`config.mk`:
```
export PLATFORM = sky130hd
export DESIGN_NAME = muldiv_unit
export DESIGN_NICKNAME = d
export VERILOG_FILES = /design/src/rtl/muldiv_unit.sv
export SDC_FILE = /design/constraint.sdc
export NUM_CORES = 1
export LEC_CHECK = 0
export CAP_MARGIN = 30
export CORE_AREA = 8 8 155 302
export CTS_CLUSTER_DIAMETER = 50
export CTS_CLUSTER_SIZE = 28
export DETAILED_ROUTE_END_ITERATION = 8
export DIE_AREA = 0 0 163 310
export PLACE_DENSITY_LB_ADDON = 0.12
export SKIP_CTS_REPAIR_TIMING = 1
export SLEW_MARGIN = 10
export SYNTH_ARGS = -nofsm -noshare
export SYNTH_HDL_FRONTEND = slang
export SYNTH_SLANG_ARGS = --single-unit
```
`constraint.sdc`:
```
create_clock -name clk -period 4.6 [get_ports clk]
set_clock_uncertainty 0.1 [all_clocks]
set_input_delay 1.38 -clock clk [delete_from_list [all_inputs] [get_ports clk]]
set_output_delay 1.38 -clock clk [all_outputs]
set_load 0.02 [all_outputs]
```
`src/rtl/muldiv_unit.sv`:
```
// Iterative multiply/divide unit owning the architectural HI/LO registers.
// One result bit per cycle; busy stalls the pipeline until done.
module muldiv_unit #(
  parameter int unsigned WIDTH = 32
) (
  input  logic             clk,
  input  logic             rst_n,
  input  logic             start,
  input  logic [1:0]       op,
  input  logic [WIDTH-1:0] a,
  input  logic [WIDTH-1:0] b,
  input  logic             mthi,
  input  logic             mtlo,
  input  logic [WIDTH-1:0] wdata,
  output logic             busy,
  output logic             done,
  output logic [WIDTH-1:0] hi,
  output logic [WIDTH-1:0] lo
);

  localparam int unsigned CW = (WIDTH > 1) ? $clog2(WIDTH) : 1;
  localparam int unsigned AW = 2 * WIDTH;

  typedef enum logic [1:0] {
    S_IDLE = 2'd0,
    S_RUN  = 2'd1,
    S_FIX  = 2'd2
  } state_t;

  state_t           state;
  logic [CW-1:0]    cnt;
  logic             div_q;
  logic             sa;
  logic             sb;
  logic             dz;
  logic [WIDTH-1:0] opnd;
  logic [AW-1:0]    acc;

  logic             signed_c;
  logic [WIDTH-1:0] abs_a_c;
  logic [WIDTH-1:0] abs_b_c;
  logic [WIDTH:0]   msum_c;
  logic [WIDTH:0]   trial_c;
  logic [AW-1:0]    prod_c;
  logic [WIDTH-1:0] quot_c;
  logic [WIDTH-1:0] rem_c;

  // Launch-time operand conditioning: mult/div work on magnitudes.
  always_comb begin
    signed_c = ~op[0];
    abs_a_c  = (signed_c && a[WIDTH-1]) ? -a : a;
    abs_b_c  = (signed_c && b[WIDTH-1]) ? -b : b;
  end

  // Datapath step and final sign correction.
  // acc holds {partial, multiplier} for multiply and {rem, quot} for divide.
  always_comb begin
    msum_c  = {1'b0, acc[AW-1:WIDTH]} + {1'b0, opnd};
    trial_c = acc[AW-1:WIDTH-1] - {1'b0, opnd};
    prod_c  = (sa ^ sb) ? -acc : acc;
    quot_c  = ((sa ^ sb) && !dz) ? -acc[WIDTH-1:0] : acc[WIDTH-1:0];
    rem_c   = (sa && !dz) ? -acc[AW-1:WIDTH] : acc[AW-1:WIDTH];
  end

  always_ff @(posedge clk or negedge rst_n) begin
    if (!rst_n) begin
      state <= S_IDLE;
      cnt   <= '0;
      div_q <= 1'b0;
      sa    <= 1'b0;
      sb    <= 1'b0;
      dz    <= 1'b0;
      opnd  <= '0;
      acc   <= '0;
      busy  <= 1'b0;
      done  <= 1'b0;
      hi    <= '0;
      lo    <= '0;
    end else begin
      done <= 1'b0;
      case (state)
        S_IDLE: begin
          if (start) begin
            div_q <= op[1];
            sa    <= signed_c & a[WIDTH-1];
            sb    <= signed_c & b[WIDTH-1];
            dz    <= op[1] & (b == '0);
            opnd  <= abs_b_c;
            acc   <= {WIDTH'(0), abs_a_c};
            cnt   <= CW'(WIDTH - 1);
            busy  <= 1'b1;
            state <= S_RUN;
          end else begin
            if (mthi) hi <= wdata;
            if (mtlo) lo <= wdata;
          end
        end

        S_RUN: begin
          if (div_q) begin
            // Restoring divide: keep the trial remainder only if it did not borrow.
            if (!trial_c[WIDTH]) acc <= {trial_c[WIDTH-1:0], acc[WIDTH-2:0], 1'b1};
            else                 acc <= {acc[AW-2:0], 1'b0};
          end else begin
            if (acc[0]) acc <= {msum_c, acc[WIDTH-1:1]};
            else        acc <= {1'b0, acc[AW-1:1]};
          end
          if (cnt == '0) state <= S_FIX;
          else           cnt   <= cnt - CW'(1);
        end

        S_FIX: begin
          if (div_q) begin
            hi <= rem_c;
            lo <= quot_c;
          end else begin
            hi <= prod_c[AW-1:WIDTH];
            lo <= prod_c[WIDTH-1:0];
          end
          done  <= 1'b1;
          busy  <= 1'b0;
          state <= S_IDLE;
        end

        default: begin
          busy  <= 1'b0;
          state <= S_IDLE;
        end
      endcase
    end
  end

endmodule

```
# Yosys cells after proc, flatten, opt, wreduce, memory -nomap -nowiden
# Index checks and enable logic that the tools add are counted.
[op_classes] n_mux=27 bitwise_logic=6 reduce_logical=17 n_eq_ne=8 add_sub_neg=8
[op_table] cell="32-bit 2-to-1 mux" count=10
[op_table] cell="64-bit 2-to-1 mux" count=5
[op_table] cell="32-bit negation" count=4
[op_table] cell="32-bit case mux with 2 select lines" count=2
[op_table] cell="64-bit case mux with 2 select lines" count=1
[op_table] cell="64-bit negation" count=1
[op_table] cell="32-bit by 32-bit adder with 33-bit output" count=1
[op_table] cell="33-bit by 32-bit subtractor with 33-bit output" count=1
[op_table] cell="32-bit logical NOT" count=1
[op_table] cell="2-bit != test (second input constant)" count=6
[op_table] cell="5-bit 2-to-1 mux" count=2
[op_table] cell="5-bit case mux with 2 select lines" count=1
[op_table] cell="3-bit AND reduction" count=3
[op_table] cell="2-bit AND reduction" count=4
[op_table] cell="5-bit logical NOT" count=1
[op_table] cell="5-bit by 1-bit subtractor with 5-bit output (second input constant)" count=1
[op_table] cell="1-bit logical AND" count=4
[op_table] cell="2-bit 2-to-1 mux" count=2
[op_table] cell="2-bit case mux with 2 select lines" count=1
[op_table] cell="2-bit nonzero test" count=2
[op_table] cell="1-bit bitwise AND" count=3
[op_table] cell="2-bit by 1-bit == test with 1-bit output (second input constant)" count=1
[op_table] cell="2-bit == test (second input constant)" count=1
[op_table] cell="2-bit logical NOT" count=1
[op_table] cell="5 further kinds" count=7
[word_totals] elab_cells=78 in_bits=103 ff_bits=173

# Longest topological paths before layout
[depth] depth_word=5 ltp_mapped=14

# Least setup slack after synthesis
# No wires, ideal clock.
[synth_timing] path_kind="input to register" start="input b[4]" end="register opnd[30]" path_slack_ps=790 stages=9 required_ps=4368 setup_time_ps=132 path_buffers=0 arrival_ps=3578 path_cell_list="or4_1 nor3_1 nand4_1 or4_1 or3_1 nor2_1 a21oi_1 xnor2_1 o21ai_1"
[synth_via] elab_chain_len=2
[synth_lines] element="start, declared" line_no="11" text="input logic [WIDTH-1:0] b,"
[synth_lines] element="32-bit negation" line_no="52" text="abs_b_c = (signed_c && b[WIDTH-1]) ? -b : b;"
[synth_lines] element="32-bit 2-to-1 mux" line_no="52"
[synth_lines] element="end signal, assigned" line_no="88" text="opnd <= abs_b_c;"
[synth_lines] element="end, declared" line_no="36" text="logic [WIDTH-1:0] opnd;"
# No other way between the ends.
# A chain may end at the register's enable or synchronous reset.

# Worst setup path in the final report
[layout_timing] start="register opnd[0]" end="register acc[59]"
[layout_via] elab_chain_len=4 word_cells_on_any_way=6 classes_between="2 x add/sub; 4 x mux"
[layout_lines] element="33-bit by 32-bit subtractor with 33-bit output / 32-bit by 32-bit adder with 33-bit output (equally long branches)" line_no="59, 58"
[layout_lines] element="64-bit 2-to-1 mux (on tied branches)" line_no="102, 105"
[layout_lines] element="64-bit 2-to-1 mux (*)" line_no="100" text="if (div_q) begin"
[layout_lines] element="64-bit case mux with 2 select lines (*)" line_no="81" text="case (state)"
[layout_lines] element="end signal, assigned" line_no="102" text="if (!trial_c[WIDTH]) acc <= {trial_c[WIDTH-1:0], acc[WIDTH-2:0], 1'b1};"
[layout_lines] element="end signal, assigned" line_no="103" text="else acc <= {acc[AW-2:0], 1'b0};"
[layout_lines] element="end signal, assigned" line_no="105" text="if (acc[0]) acc <= {msum_c, acc[WIDTH-1:1]};"
[layout_lines] element="end, declared" line_no="37" text="logic [AW-1:0] acc;"
# Every way passes the cells marked *; elsewhere a longest branch is shown, timed or not.

==> reports/summary.md <==
Per report_power, the clock group accounts for 9.6% of the total. The number of detailed-routing iterations run before antenna repair is 6, and the fraction of layout cells with a size suffix above 1 is 6.132%. After routing, the total negative slack on setup checks comes to 0 ns. The count of nets left with antenna violations once routing finished came out at 0.

For the starting density of the core, the log shows 34.36%. The tools report the floorplan die area as 0.05053 mm^2. The final net count was 2,168; the maximum clock rate was 249.6 MHz.

Count of warnings emitted by yosys: 0. The share of total power dissipated in combinational logic is 69.4%. The number of global-route vias before repair came out at 13.80k. I/O pin count: 169.

Setup repair after global routing left no endpoint under its margin. Entering global routing, the biggest net connects 75 pins. Class of the tightest hold or removal check: flip-flop to flip-flop. The first global-routing pass estimated 82,540 um of wire. The flow ran to the end, and the final reports show no timing, DRC or antenna violations. No sink is reached through more buffers than the 2 on the longest clock path. STA classifies the critical path startpoint as a flip-flop. The horizontal extent of the die is 163 um, and the y dimension of the die is 310 um. After synthesis, the largest area contributor takes up 29.32% of total cell area. The run gives 2,029 as the net count after synthesis. After synthesis, the cell types taking the most area are sky130_fd_sc_hd__dfrtp_1, sky130_fd_sc_hd__mux2i_1, sky130_fd_sc_hd__o21ai_0. Among all flip-flop cells after synthesis, the most frequent one is sky130_fd_sc_hd__dfrtp_1.

Counting flops with a built-in enable in the synthesized netlist gives 0. Summed over all layers, the global routing overflow is 0. The number of antenna diodes in the final layout is 0. The run gives 0.04297 mm^2 as the placeable core area.

The worst setup path is captured at a flip-flop. Wires add up to 52,890 um. For the count of different cell masters after synthesis, the log shows 77. The clock insertion delay at the later pin of the skew report was 0.46 ns. The arrival time reported for the critical path endpoint was 4.26 ns; the largest driver fanout on the critical path was 30.

After detailed routing, the number of remaining DRC violations is 0. Of the synthesized area, sequential elements account for 29.32%. The tools report the violation count after the first detailed-route iteration as 796. The logs give 4.85 ns for the required time reported for the critical path endpoint and 21.07% for the overall routing resource usage.

The cell count after synthesis came out at 1,854. The worst setup path is of the flip-flop to flip-flop kind. The logs give 0 for the number of hold violations in the final report and 0 for the number of maximum-capacitance constraint violations. For this design the ratio of total power to cell area is 881.5 mW/mm^2. The synthesis-to-layout area growth works out to 20.98%. TritonCTS built the clock tree. After floorplanning, the core was divided into 108 placement rows. The average instance in the mapped netlist occupies 7.963 um^2. Of the available clock period, the critical path in the final layout requires 87.09%.

VDD sags by at most 0.3958 mV. Internal power contribution: 7616 uW. In this run the tightest slew margin relative to its limit is 45.97%. The ratio of routed vias to standard cells works out to 5.418. The tools report the library cell used as clock root buffer as sky130_fd_sc_hd__clkbuf_16. At the pin with the least slew margin, the transition time is 0.8050 ns.

The clock period could shrink to 4.006 ns. For the initial antenna violation count, the log shows 0. After clock tree synthesis, the clock-pin slew on the worst setup and hold paths is 0.08 ns.

The clock drives 173 sinks. In this run switching power makes up 51.63% of total power. The run gives 21.0% as the power share of the sequential group. Of all flip-flops after synthesis, the portion carrying an async set or reset was 100.0%. The tightest hold path in the finished design has a slack of 0.4026 ns. The count of buffers from port buffering came out at 168. Setup violations remaining at the end of the flow were counted as 0.

The placer congestion estimate was 0.9144. sky130_fd_sc_hd__dfrtp_1 takes more of the synthesized area than any other cell. The total count of max-transition violations in the final report came out at 0.

In this run the static leakage power is 0.007251 uW. The clock tree synthesis step divided the H-tree into 4 levels. Buffers inserted during clock tree synthesis total 17. The logs give 41,340 um for the post-DP HPWL and 8129 uW for the net switching power. The run gives 13.85k as the via count. After layout, the design draws a total of 15,750 uW. After detailed routing, the average wire length per cell comes to 20.69 um.

The mapped netlist covers 0.01476 mm^2. Synthesis inferred 173 register bits.
[registers in the layout (all words and copies together), names as in the netlist]
name / count
acc: 64
hi: 32
lo: 32
opnd: 32
cnt: 5
state: 2
busy: 1
div_q: 1
done: 1
dz: 1
sa: 1
sb: 1
[critical path, cell delays in order, from the launching register on]
cell	delay, ns
sky130_fd_sc_hd__dfrtp_1	0.45
sky130_fd_sc_hd__ha_1	0.26
sky130_fd_sc_hd__fa_1	0.41
sky130_fd_sc_hd__nand2b_1	0.19
sky130_fd_sc_hd__a21oi_1	0.32
sky130_fd_sc_hd__o211ai_1	0.29
sky130_fd_sc_hd__a21boi_0	0.45
sky130_fd_sc_hd__o2111ai_1	0.21
sky130_fd_sc_hd__a221oi_4	0.29
sky130_fd_sc_hd__buf_12	0.25
sky130_fd_sc_hd__buf_4	0.22
sky130_fd_sc_hd__a211oi_1	0.09
sky130_fd_sc_hd__o41ai_1	0.35
[through the flow]
step / instance area (um^2) / worst slack (ns) / std cells / utilization (%)
2_1_floorplan: 14760 / 0.7901 / 1854 / -
3_3_place_gp: 17220 / 0.1516 / 2523 / 40.08
3_5_place_dp: 17220 / 0.1554 / 2523 / 40.08
4_1_cts: 17830 / 0.5826 / 2555 / 41.50
5_1_grt: 17860 / 0.3038 / 2556 / 41.56
6_report: 17860 / 0.5938 / 2556 / 41.56
[per-layer routing]
metal  vias up  track usage, %  share of wire (%)
li1       6956               -                  -
met5         -               0                  0
met4         0           9.794                4.3
met2       310           35.90                 49
met1      6504           25.98                 43
met3        78           2.636                3.5
[final timing paths]
path / start / to / slack, ns / depth (start not counted)
max: opnd[0] / acc[59] / 0.59 / 12
max reg2reg: opnd[0] / acc[59] / 0.59 / 12
min: cnt[0] / cnt[0] / 0.40 / 1
min in group asynchronous: rst_n / opnd[7] / 0.83 / 1
min reg2reg: cnt[0] / cnt[0] / 0.40 / 1
max in group asynchronous: rst_n / opnd[28] / 2.76 / 2
[kinds of logic after synthesis]
kind of cell             count (synthesis)  synth area share (%)
AO/OA/AOI/OAI                          582                 24.11
adder cells (fa/ha/maj)                 72                 6.204
multiplexers                           120                 8.153
AND/OR/NAND/NOR                        559                 17.47
buffers and inverters                  181                 4.831
XOR/XNOR                               167                 9.908
flip-flops                             173                 29.32
[final cells by class]
type                    instances  area [um^2]
fillers                      4447        25110
multi-input cells            1500         9762
flip-flops and latches        173         4330
repair buffers                229         2198
well taps                     550        688.2
clock buffers                  17        425.4
inverters                      72        271.5
clock inverters                15        185.2
[power groups by stage]
stage	combinational, uW	clock, uW	sequential, uW
3_3_place_gp	10900	0	3350
3_5_place_dp	10900	0	3350
4_1_cts	10900	1570	3320
2_1_floorplan	7440	0	3260
5_1_grt	12100	1610	3410
6_report	10900	1520	3310
[placed cells by master (no fill, tap or decap), types with 8 or more instances in the layout]
cell type / count
sky130_fd_sc_hd__clkbuf_16: 17
sky130_fd_sc_hd__clkdlybuf4s50_1: 167
sky130_fd_sc_hd__nor2_1: 114
sky130_fd_sc_hd__o21ai_0: 225
sky130_fd_sc_hd__nor3_1: 39
sky130_fd_sc_hd__a21o_1: 21
sky130_fd_sc_hd__nor4_1: 9
sky130_fd_sc_hd__o21a_1: 8
sky130_fd_sc_hd__nor2b_1: 27
sky130_fd_sc_hd__or3_1: 16
sky130_fd_sc_hd__o41ai_1: 13
sky130_fd_sc_hd__dfrtp_1: 172
sky130_fd_sc_hd__a21oi_1: 134
sky130_fd_sc_hd__xor2_1: 75
sky130_fd_sc_hd__mux2i_1: 118
sky130_fd_sc_hd__a31oi_1: 28
sky130_fd_sc_hd__o31ai_1: 18
sky130_fd_sc_hd__a211oi_1: 27
sky130_fd_sc_hd__nand3_1: 22
sky130_fd_sc_hd__or4_1: 9
sky130_fd_sc_hd__o211ai_1: 17
sky130_fd_sc_hd__inv_1: 71
sky130_fd_sc_hd__and3_1: 15
sky130_fd_sc_hd__ha_1: 70
sky130_fd_sc_hd__o221ai_1: 13
sky130_fd_sc_hd__buf_4: 57
sky130_fd_sc_hd__nand2_1: 251
sky130_fd_sc_hd__and2_1: 9
sky130_fd_sc_hd__o21bai_1: 8
sky130_fd_sc_hd__xnor2_1: 92
sky130_fd_sc_hd__nand2b_1: 14
[Yosys cell counts, types with 13 or more instances]
master	number
sky130_fd_sc_hd__nand2_1	251
sky130_fd_sc_hd__o21ai_0	225
sky130_fd_sc_hd__dfrtp_1	173
sky130_fd_sc_hd__a21oi_1	134
sky130_fd_sc_hd__mux2i_1	118
sky130_fd_sc_hd__nor2_1	114
sky130_fd_sc_hd__xnor2_1	92
sky130_fd_sc_hd__clkbuf_1	87
sky130_fd_sc_hd__xor2_1	75
sky130_fd_sc_hd__inv_1	71
sky130_fd_sc_hd__ha_1	70
sky130_fd_sc_hd__nor3_1	39
sky130_fd_sc_hd__a31oi_1	28
sky130_fd_sc_hd__nor2b_1	28
sky130_fd_sc_hd__a211oi_1	27
sky130_fd_sc_hd__nand3_1	22
sky130_fd_sc_hd__a21o_1	21
sky130_fd_sc_hd__o31ai_1	18
sky130_fd_sc_hd__o211ai_1	17
sky130_fd_sc_hd__or3_1	16
sky130_fd_sc_hd__and3_1	15
sky130_fd_sc_hd__nand2b_1	15
sky130_fd_sc_hd__buf_1	13
sky130_fd_sc_hd__o221ai_1	13
sky130_fd_sc_hd__o41ai_1	13
Power figures use the tool's default switching activity.
